$ cat config.mk
export PLATFORM = sky130hd
export DESIGN_NAME = layer0_input_packer
export DESIGN_NICKNAME = d
export VERILOG_FILES = /design/src/rtl/layer0_input_packer.sv
export SDC_FILE = /design/constraint.sdc
export NUM_CORES = 1
export LEC_CHECK = 0
export BUFFER_PORTS_ARGS = -buffer_cell sky130_fd_sc_hd__buf_2
export CAP_MARGIN = 10
export CORE_MARGIN = 2
export CORE_UTILIZATION = 50
export CTS_BUF_LIST = sky130_fd_sc_hd__clkbuf_4 sky130_fd_sc_hd__clkbuf_8 sky130_fd_sc_hd__clkbuf_16
export CTS_CLUSTER_SIZE = 25
export DETAILED_ROUTE_END_ITERATION = 10
export MAX_ROUTING_LAYER = met4
export PLACE_DENSITY = 0.81
export SLEW_MARGIN = 40
export SYNTH_ARGS = -nofsm -noshare
export SYNTH_HDL_FRONTEND = slang
export SYNTH_SLANG_ARGS = --single-unit
$ cat constraint.sdc
create_clock -name clk -period 2.9 [get_ports clk]
set_input_delay 0.435 -clock clk [delete_from_list [all_inputs] [get_ports clk]]
set_output_delay 0.435 -clock clk [all_outputs]
set_load 0.03 [all_outputs]
$ cat src/rtl/layer0_input_packer.sv
// -----------------------------------------------------------------------------
// layer0_input_packer
//
// This block collects a stream of quantized features into one packed vector for
// the layer-0 neuron inputs. Feature i of a frame is placed at bit
// [i*FEAT_W +: FEAT_W], so feature 0 sits at the LSBs. A complete frame is
// presented on M0 with m_valid, using a valid/ready handshake.
//
// Framing errors are handled as follows:
//   - If s_last arrives early, the partial frame is dropped.
//   - If a frame runs past N_FEAT beats with no s_last, the packer drops beats
//     until the next s_last.
// In both cases err_len pulses for one cycle.
//
// Ports
//   clk        : clock; all state changes on its rising edge
//   rst_n      : asynchronous active-low reset
//   s_feat     : one quantized feature per beat
//   s_valid    : upstream beat valid
//   s_last     : final feature of a frame
//   s_ready    : packer accepts a beat this cycle
//   M0         : packed frame (N_FEAT*FEAT_W bits)
//   m_valid    : M0 holds a complete frame
//   m_ready    : downstream consumes M0
//   err_len    : one-cycle pulse per framing error
//   frames_ok  : saturating count of delivered frames
// -----------------------------------------------------------------------------
module layer0_input_packer #(
    parameter int FEAT_W = 2,
    parameter int N_FEAT = 49
) (
    input  logic                       clk,
    input  logic                       rst_n,
    input  logic [FEAT_W-1:0]          s_feat,
    input  logic                       s_valid,
    input  logic                       s_last,
    output logic                       s_ready,
    output logic [N_FEAT*FEAT_W-1:0]   M0,
    output logic                       m_valid,
    input  logic                       m_ready,
    output logic                       err_len,
    output logic [15:0]                frames_ok
);

    localparam int IDX_W = (N_FEAT > 1) ? $clog2(N_FEAT) : 1;
    localparam int VEC_W = N_FEAT * FEAT_W;
    localparam logic [IDX_W-1:0] LAST_IDX = IDX_W'(N_FEAT - 1);

    typedef enum logic [1:0] {
        FILL    = 2'd0,
        HOLD    = 2'd1,
        DISCARD = 2'd2
    } state_t;

    state_t             r_state;
    state_t             w_state_next;
    logic [IDX_W-1:0]   r_idx;
    logic [IDX_W-1:0]   w_idx_next;
    logic [VEC_W-1:0]   r_asm;
    logic [VEC_W-1:0]   r_out;
    logic               r_mvalid;
    logic               r_err;
    logic               w_err_next;
    logic [15:0]        r_frames_ok;
    logic               r_alive;

    logic               w_xfer;
    logic               w_consume;
    logic               w_out_free;
    logic               w_at_end;
    logic               w_asm_write;
    logic               w_load_direct;
    logic               w_load_held;
    logic [VEC_W-1:0]   w_asm_merged;

    // r_alive keeps s_ready low while the block is in reset.
    // s_ready then comes up on the first clock edge after reset is released.
    assign s_ready    = r_alive && (r_state != HOLD);
    assign w_xfer     = s_valid && s_ready;
    assign w_consume  = r_mvalid && m_ready;
    assign w_out_free = !r_mvalid || w_consume;
    assign w_at_end   = (r_idx == LAST_IDX);

    // w_asm_merged is the assembly register with the incoming feature written
    // into the current slot. On the last beat the output register loads this
    // value directly, so a finished frame needs no extra cycle.
    generate
        for (genvar gi = 0; gi < N_FEAT; gi++) begin : g_merge
            localparam logic [IDX_W-1:0] SLOT = IDX_W'(gi);
            assign w_asm_merged[gi*FEAT_W +: FEAT_W] =
                (r_idx == SLOT) ? s_feat : r_asm[gi*FEAT_W +: FEAT_W];
        end
    endgenerate

    always_comb begin
        w_state_next  = r_state;
        w_idx_next    = r_idx;
        w_err_next    = 1'b0;
        w_asm_write   = 1'b0;
        w_load_direct = 1'b0;
        w_load_held   = 1'b0;
        case (r_state)
            FILL: begin
                if (w_xfer) begin
                    if (s_last && w_at_end) begin
                        w_idx_next  = '0;
                        w_asm_write = 1'b1;
                        if (w_out_free) begin
                            w_load_direct = 1'b1;
                        end else begin
                            w_state_next = HOLD;
                        end
                    end else if (s_last) begin
                        // s_last arrived early: drop the partial frame.
                        w_idx_next = '0;
                        w_err_next = 1'b1;
                    end else if (w_at_end) begin
                        // The frame is too long: drop beats until s_last.
                        w_idx_next   = '0;
                        w_err_next   = 1'b1;
                        w_state_next = DISCARD;
                    end else begin
                        w_asm_write = 1'b1;
                        w_idx_next  = r_idx + 1'b1;
                    end
                end
            end
            HOLD: begin
                if (w_consume) begin
                    w_load_held  = 1'b1;
                    w_state_next = FILL;
                end
            end
            DISCARD: begin
                if (w_xfer && s_last) begin
                    w_idx_next   = '0;
                    w_state_next = FILL;
                end
            end
            default: begin
                w_state_next = FILL;
                w_idx_next   = '0;
            end
        endcase
    end

    always_ff @(posedge clk or negedge rst_n) begin
        if (!rst_n) begin
            r_state     <= FILL;
            r_idx       <= '0;
            r_asm       <= '0;
            r_out       <= '0;
            r_mvalid    <= 1'b0;
            r_err       <= 1'b0;
            r_frames_ok <= 16'd0;
            r_alive     <= 1'b0;
        end else begin
            r_alive <= 1'b1;
            r_state <= w_state_next;
            r_idx   <= w_idx_next;
            r_err   <= w_err_next;
            if (w_asm_write) begin
                r_asm <= w_asm_merged;
            end
            // Loading a new frame takes priority over the consume handshake.
            // This keeps m_valid high when frames arrive back to back.
            if (w_load_direct) begin
                r_out    <= w_asm_merged;
                r_mvalid <= 1'b1;
            end else if (w_load_held) begin
                r_out    <= r_asm;
                r_mvalid <= 1'b1;
            end else if (w_consume) begin
                r_mvalid <= 1'b0;
            end
            if (w_consume && (r_frames_ok != 16'hFFFF)) begin
                r_frames_ok <= r_frames_ok + 16'd1;
            end
        end
    end

    assign M0        = r_out;
    assign m_valid   = r_mvalid;
    assign err_len   = r_err;
    assign frames_ok = r_frames_ok;

endmodule

## Yosys cells after proc, flatten, opt, wreduce, memory -nomap -nowiden

Index checks and enable logic that the tools add are counted.

| word-level totals | value |
|---|---|
| logic and storage cells | 167 |
| register bits after elaboration | 223 |

| cells by class | value |
|---|---|
| reduce and logical (&&, ||, !) cells | 14 |
| mux-type cells | 84 |
| bitwise gates (word level) | 1 |
| eq/ne operators | 58 |
| add/sub/neg operators | 2 |

Operators with widths:

| kind | count |
|---|---|
| $mux 98 | 2 |
| $mux 2 | 56 |
| $eq 6x6->1 const B | 17 |
| $eq 6x5->1 const B | 16 |
| $eq 6x4->1 const B | 8 |
| $mux 6 | 5 |
| $eq 6x3->1 const B | 4 |
| $mux 1 | 19 |
| $pmux 6 s3 | 1 |
| $add 16x1->16 const B | 1 |
| $ne 16x16->1 const B | 1 |
| $eq 6x2->1 const B | 2 |
| $ne 3x3->1 const B | 3 |
| $add 6x1->6 const B | 1 |
| $eq 6x1->1 const B | 1 |
| $logic_and 1x1->1 | 6 |
| $logic_not 6->1 | 1 |
| $ne 2x2->1 const B | 3 |
| $pmux 2 s3 | 1 |
| $reduce_and 6->1 | 1 |
| $reduce_and 3->1 | 1 |
| $reduce_bool 3->1 | 1 |
| $eq 2x1->1 const B | 1 |
| $eq 2x2->1 const B | 1 |
| other kinds (6) | 6 |

## Depth between registers and ports, before layout

Gate-level depths: netlist (run 1).

| depth | value |
|---|---|
| depth after elaboration | 7 |
| depth in mapped cells | 13 |
| gate-level depth less buffers | 10 |

## Worst setup path after synthesis (run 1)

OpenSTA, ideal clock, no wires.

| timing | value |
|---|---|
| path type | register -> register |
| from | register r_idx[3] |
| to | register r_out[62] (netlist: M0[62]) |
| cell stages (with the launch flop) | 12 |
| arrival time | 2.524 ns |
| period minus slack after synthesis | 2.647 ns |
| buffers on the path | 3 |
| library setup time | 0.123 ns |
| slack | 0.253 ns |
| required time | 2.777 ns |
| path through | dfrtp_1 -> buf_2 -> or3b_1 -> or2_4 -> inv_1 -> ha_1 -> clkbuf_1 -> inv_1 -> o31ai_4 -> clkbuf_2 -> o21ai_1 -> o221a_2 |

| on the way | value |
|---|---|
| word-level cells in the longest chain between the ends | 6 |

Ends and longest elaborated chain:

| item | RTL line | RTL |
|---|---|---|
| start: declaration | 57 | `logic [IDX_W-1:0] r_idx;` |
| start signal: assignment | 160 | `r_idx <= w_idx_next;` |
| $eq 6x6->1 | 82 | `assign w_at_end = (r_idx == LAST_IDX);` |
| $logic_and 1x1->1 | 105 | `if (s_last && w_at_end) begin` |
| $mux 1 | 105 |  |
| $mux 1 | 104 | `if (w_xfer) begin` |
| $mux 1 | 102 | `case (r_state)` |
| $mux 98 / $reduce_bool 2->1 (equally long branches) | -- |  |
| end signal: assignment | 168 | `r_out <= w_asm_merged;` |
| end signal: assignment | 171 | `r_out <= r_asm;` |
| end: declaration | 60 | `logic [VEC_W-1:0] r_out;` |

Parallel ways exist; a longest one is shown, timed or not.
A chain may end at the register's enable or synchronous reset.

## Worst setup path after layout (run 1)

| timing | value |
|---|---|
| from | register r_idx[0] |
| to | register r_out[88] (netlist: M0[88]) |

The elaborated chain is that of the path after synthesis.

==> results of run 1 <==
-- worst min-delay path by stage --
stage	endpoint	slack [ns]	cells after the start
after CTS	r_state[1]	0.23	2
after global placement	M0[66]	0.45	1
after floorplan	M0[0]	0.14	0
after global routing	r_state[1]	0.22	2
final	r_state[1]	0.24	2
after detailed placement	M0[52]	0.46	1
-- layout by cell type (no fill, tap or decap), drive strengths merged, types with 3 or more instances in the layout --
master / instances
a21oi: 90
a31oi: 5
and2: 6
and3: 4
and4: 3
buf: 160
clkbuf: 34
clkinv: 4
dfrtp: 223
ha: 7
inv: 98
mux2: 13
mux2i: 86
nand2: 24
nand2b: 8
nand3: 48
nand3b: 8
nand4: 11
nor2: 81
nor2b: 6
nor3: 7
nor4: 3
o21ai: 45
o221a: 10
o22ai: 86
o2bb2ai: 13
o32ai: 3
or2: 14
xnor2: 11
-- cells in the mapped netlist (all sizes together) (2+ instances only) --
cell type / count
or3b: 2
or2: 14
nor3: 7
ha: 7
nor3b: 2
and4: 3
o2bb2ai: 13
nand2: 24
o21ai: 45
and2: 6
nand4bb: 2
nor2: 81
o22ai: 86
o211a: 2
o221a: 10
nor4: 3
a21oi: 90
and3: 4
dfrtp: 223
nor2b: 6
a31oi: 5
nand3b: 8
inv: 97
buf: 36
nand2b: 8
mux2i: 86
mux2: 13
nand3: 48
nand4: 11
o32ai: 3
clkbuf: 33
xnor2: 11
o21a: 2
-- worst reg2reg max path, delay by kind of cell, from the launching register on --
| family | cells | cell delay (ns) |
|---|---|---|
| AOI/OAI and AO/OA | 3 | 0.62 |
| adders and majority gates | 2 | 0.41 |
| buffers and inverters | 5 | 0.76 |
| DFF | 1 | 0.43 |
| and+or+nand+nor | 2 | 0.38 |
-- timing repair --
item | in CTS | in global routing
hold endpoints to repair | 76 | 0
hold buffers | 1 | 0
gates resized for setup | 0 | 3
setup endpoints to repair | 0 | 44
-- cell families after synthesis --
logic type | count (synthesis) | share of synthesized area
AND/OR/NAND/NOR | 232 | 0.131
buffers and inverters | 166 | 0.0683
adder cells (fa/ha/maj) | 7 | 0.00837
flip-flops | 223 | 0.534
other | 1 | 0.000359
AO/OA/AOI/OAI | 262 | 0.153
multiplexers | 99 | 0.0963
XOR/XNOR | 12 | 0.0100
-- report_power, final --
group / internal [W] / switching [W]
sequential: 0.00311 / 0.00000144
clock: 0.00191 / 0.00124
combinational: 0.0000193 / 0.0000988
-- through the flow --
step / area, µm² / setup slack, ns / std cells
CTS: 12200 / 0.152 / 1407
floorplan: 10500 / 0.253 / 1002
global placement: 11400 / 0.295 / 1363
global route: 12200 / -0.0113 / 1407
detailed placement: 11400 / 0.148 / 1363
finish: 12200 / 0.229 / 1407
-- cell type report --
type | count | area [µm²]
multi-input combinational | 613 | 4170
clock inverter | 9 | 104
sequential | 223 | 5580
fill | 1646 | 8120
tap | 270 | 338
clock buffer | 34 | 718
timing repair buffer | 161 | 971
inverter | 97 | 364
-- routing by layer --
metal  part of all wire  vias up  global-route usage
li1                   -     3763                   -
met1               0.41     4149               0.361
met2               0.47      437               0.419
met3              0.089       79              0.0525
met4              0.033        0              0.0943
met5                  0        -                   -
-- sequential cells by signal, summed over array words and instances, names as in the netlist --
name and flops:
r_asm 98, err_len 1, r_alive 1, M0 98, m_valid 1, r_state 2
r_idx 6, frames_ok 16
==> results.toml, run 1 <==
[run_status]
outcome = "finished clean"

[synthesis]
synth_area_per_cell_um2 = 10.4
syn_area_um2 = 10500
synth_top_area_cell = "dfrtp_1"
ys_types = 62
syn_nets = 1016
syn_inst = 1002
synth.yosys.warnings = 0
synth_edf_count = 0
synth_seq_cells = 223
synthFlopType = "dfrtp_1"
yosysSeqAreaShare = 0.534
synth_area_leaders = "dfrtp_1 (53%), mux2i_1 (8.2%), o22ai_1 (5.1%)"
synth_top_area_frac = 0.534
synthArstFlopShare = 1.00

[floorplanning]
boundaryPins = 124
start_util = 0.514
dieWidth_um = 149
core-area_um2 = 20400
fp-row-count = 52
fp.dieH_um = 149
die-area_um2 = 22100

[setup_path]
path_depth = 12
crit_family = "buffers and inverters"
cpPeakStageDelay_ns = 0.43
cp-start-kind = "flop"
worstSetupStartpoint = "r_idx[0]"
cp-end-kind = "flop"
reg2reg_depth = 12
reg2reg_slack_ns = 0.23
cp_slowest_cell = "dfrtp_1"
critPathBufInv = 5
cp.required_ns = 3.33
path_cells = "inv_1, ha_1, nand2_1, or2_4, inv_1, ha_2, inv_1, o31ai_4, buf_8, buf_12, o22ai_1, a21oi_1"
critical_path_class = "flop to flop"
arrival_ns = 3.10
endpoint = "M0[88]"
critPathMostFrequentCell = "inv_1"
cp_max_fo = 34
r2r-start = "r_idx[0]"
r2r_end = "M0[88]"

[routing]
vias = 8428
drc = 0
drtIter0Drc = 701
routedWlPerCell_um = 20.4
ant_nets = 0
wl_um = 28700
vias_per_cell = 5.99
first_pass_iters = 5

[clock_network]
cts_setup_buffers = 0
cts.sinks = 223
cts_tree = "built"
clk_latency_ns = 0.52
clk_path_buf_depth = 3
htreeDepth = 1
clk_pin_slew_worst_paths_ns = 0.06
cts_root_buffer = "clkbuf_16"
cts_buffers = 24

[run]
maxCapViolCount = 0

[pwr]
peakVddDrop_mv = 0.407
p_leak_nw = 5.93
cellPowerDensity_nw_per_um2 = 521
power_w = 0.00638

[place]
dp_hpwl_um = 19100
numPortBuffers = 123
gp_congestion = 0.957

[sta]
period_needed_ns = 2.67
max_freq_mhz = 374
hold_violations = 0
drv_slew = 0
setup_viol = 0
slew_headroom = 0.580
worstMarginPinSlew_ns = 0.630
clock-skew-final_ns = 0.0121
finalSetupTns_ns = 0
hold_slack_ns = 0.239
finalCritPeriodShare = 0.921

[grt]
grt_usage = 0.271
grt_pass1_wl_um = 46100
antenna_found_initial = 0
grt_pass1_vias = 8561
grt_max_degree = 81
grt-ovfl-total = 0

[final_layout]
layout-drive-gt1-share = 0.235
final_util = 0.601
diodes = 0
area_growth_syn_to_layout_pct = 17.1
layout.nets = 1134

[hold_path]
hp-class = "primary input to flop"
hp-start = "s_valid"
No activity file was read; power rests on OpenSTA's default activity.
==> run 2, diff against run 1 <==
--- a/config.mk
+++ b/config.mk
@@ -5,7 +5,8 @@
 export SDC_FILE = /design/constraint.sdc
 export NUM_CORES = 1
 export LEC_CHECK = 0
-export BUFFER_PORTS_ARGS = -buffer_cell sky130_fd_sc_hd__buf_2
+export ABC_AREA = 1
+export BUFFER_PORTS_ARGS = -buffer_cell sky130_fd_sc_hd__clkbuf_2
 export CAP_MARGIN = 10
 export CORE_MARGIN = 2
 export CORE_UTILIZATION = 50
==> results.toml, run 2 <==
[grt]
use_met3 = 0.0407
antenna_found_initial = 1
busiest_layer = "met2"
grt_usage = 0.250
grt_pass1_vias = 9665
grt_max_degree = 133
grt-ovfl-total = 0
grtUsageMet2 = 0.385
use_met1 = 0.340
grt_pass1_wl_um = 47600

[synthesis]
syn_inst = 1476
synthAdderAreaFrac = 0.00792
yosysSeqAreaShare = 0.505
synth_area_leaders = "dfrtp_1 (50%), nand2_1 (24%), o21ai_0 (6.2%)"
synth-simple-area-share = 0.323
synth-xor-area-share = 0.00792
synth.yosys.warnings = 0
synth_compound_gate_area_share = 0.101
synth_top_family_by_area = "simple AND/OR/NAND/NOR gates"
ys_types = 27
synthFlopType = "dfrtp_1"
yosys-top-cells-count = "nand2_1 (700), dfrtp_1 (223), o21ai_0 (137)"
syn_area_um2 = 11100
synth_edf_count = 0
synth_seq_cells = 223
synth_top_area_cell = "dfrtp_1"
synth_top_area_frac = 0.505
post-synth-top-count-cell = "nand2_1"
synth_area_per_cell_um2 = 7.49
synth_mux_area_frac = 0
syn_nets = 1490
synthArstFlopShare = 1.00

[setup_path]
cp.required_ns = 3.34
cpPeakStageDelay_ns = 0.42
arrival_ns = 3.02
reg2reg_slack_ns = 0.32
cp_slowest_cell = "dfrtp_1"
path_cells = "inv_1, ha_1, nand3_1, inv_2, ha_1, nand2_1, inv_1, nand2_1, nor2_4, nor2_4, buf_8, buf_4, nand2_1, nand3_1"
cp-start-kind = "flop"
cp_max_fo = 26
critPathMostFrequentCell = "nand2_1"
critical_path_class = "flop to flop"
cp-end-kind = "flop"

[sta]
finalSetupTns_ns = 0
slew_headroom = 0.462
max_freq_mhz = 388
setup_viol = 0
setup_ws_ns = 0.325
finalCritPeriodShare = 0.888
period_needed_ns = 2.58
hold_violations = 0
grt_setup_unrepaired = "no"
drv_slew = 0
worstMarginPinSlew_ns = 0.807
clock-skew-final_ns = 0.0146

[final_layout]
multi_input_area_um2 = 4880
layout_commonest_cell = "nand2_1"
regArea_um2 = 5580
fin_cells = 1870
final_cell_mix = "nand2_1 (700), dfrtp_1 (223), o21ai_0 (137)"
nFillCells = 1938
layout-drive-gt1-share = 0.135
area_growth_syn_to_layout_pct = 14.6
layout.nets = 1585

[place]
numPortBuffers = 123
dp.cells = 1824
dp_hpwl_um = 17600
place_ws_ns = 0.365
gp_congestion = 0.889

[floorplanning]
core-area_um2 = 21800
dieWidth_um = 153
die-area_um2 = 23300
start_util = 0.508
fp-row-count = 54
fp.dieH_um = 153
boundaryPins = 124

[pwr]
peakVddDrop_mv = 0.256
cellPowerDensity_nw_per_um2 = 528
p_leak_nw = 6.47

[clock_network]
clk_latency_ns = 0.52
post_cts_resized = 0
cts_tree = "built"
cts.sinks = 223
cts_root_buffer = "clkbuf_16"
clk_path_buf_depth = 3
clk_pin_slew_worst_paths_ns = 0.06
cts_buffers = 24
htreeDepth = 1

[routing]
ant_nets = 0
routedWlPerCell_um = 15.4
vias = 10152
drtIter0Drc = 941
vias_per_cell = 5.43
first_pass_iters = 5
drc = 0
wl_um = 28800

[run_status]
outcome = "finished clean"

[hold_path]
hp-class = "primary input to flop"

[run]
maxCapViolCount = 0
[run 2: kinds of logic (layout without fill, tap and decap cells)]
logic type | after synthesis | in the layout
xor gates and xnor gates | 10 | 10
buffers and inverters | 123 | 236
and+or+nand+nor | 895 | 895
adders and majority gates | 7 | 7
DFF | 223 | 223
AOI/OAI and AO/OA | 217 | 217
other | 1 | 2
[run 2: layout make-up]
class / instances / share of cell area
sequential: 223 / 0.441
multi-input combinational: 1130 / 0.385
timing repair buffer: 147 / 0.0697
clock buffer: 42 / 0.0624
tap: 280 / 0.0277
inverter: 45 / 0.0134
clock inverter: 2 / 0.000790
antenna: 1 / 0.000198
[run 2: metal layers]
layer  up-vias  part of all wire
met2       400              0.47
met4         0             0.024
met5         -                 0
met1      4782              0.44
li1       4913                 -
met3        57             0.073
[run 2: where the power goes]
| group | total [W] | internal [W] | switching (W) | leakage, nW |
|---|---|---|---|---|
| registers | 0.00323 | 0.00317 | 0.0000518 | 3.10 |
| clock network | 0.00307 | 0.00184 | 0.00122 | 0.410 |
| logic | 0.000389 | 0.0000997 | 0.000289 | 2.96 |
| total | 0.00668 | 0.00512 | 0.00156 | 6.47 |
[run 2: repair_timing]
| item | CTS | global route |
|---|---|---|
| setup endpoints to repair | 0 | 0 |
| buffers inserted | 0 | 0 |
| endpoints found under the hold margin | 82 | 0 |
| hold buffers | 1 | 0 |
[run 2: critical path: cells and delay by family (launching register included)]
family / cells / cell delay, ns
flops: 1 / 0.42
fa+ha+maj: 2 / 0.40
simple gates: 7 / 0.89
buf+inv: 5 / 0.78
[run 2: path summary, 6_finish.rpt]
| path | start | to | cells after the start |
|---|---|---|---|
| max | r_idx[0] | M0[20] | 14 |
| min | m_ready | m_valid | 4 |
| max reg2reg | r_idx[0] | M0[20] | 14 |
| min reg2reg | M0[13] | M0[13] | 2 |
| max in group asynchronous | rst_n | r_asm[33] | 3 |
| min in group asynchronous | rst_n | frames_ok[6] | 2 |
[run 2: stage by stage]
step           hold WS (ns)  cell area [µm²]  total power, W  utilization
5_1_grt               0.303            12700         0.00688        0.582
3_5_place_dp          0.470            11900         0.00366        0.545
4_1_cts               0.264            12700         0.00672        0.582
3_3_place_gp          0.467            11800         0.00364        0.544
2_1_floorplan         0.139            11100         0.00349            -
6_report              0.287            12700         0.00668        0.582
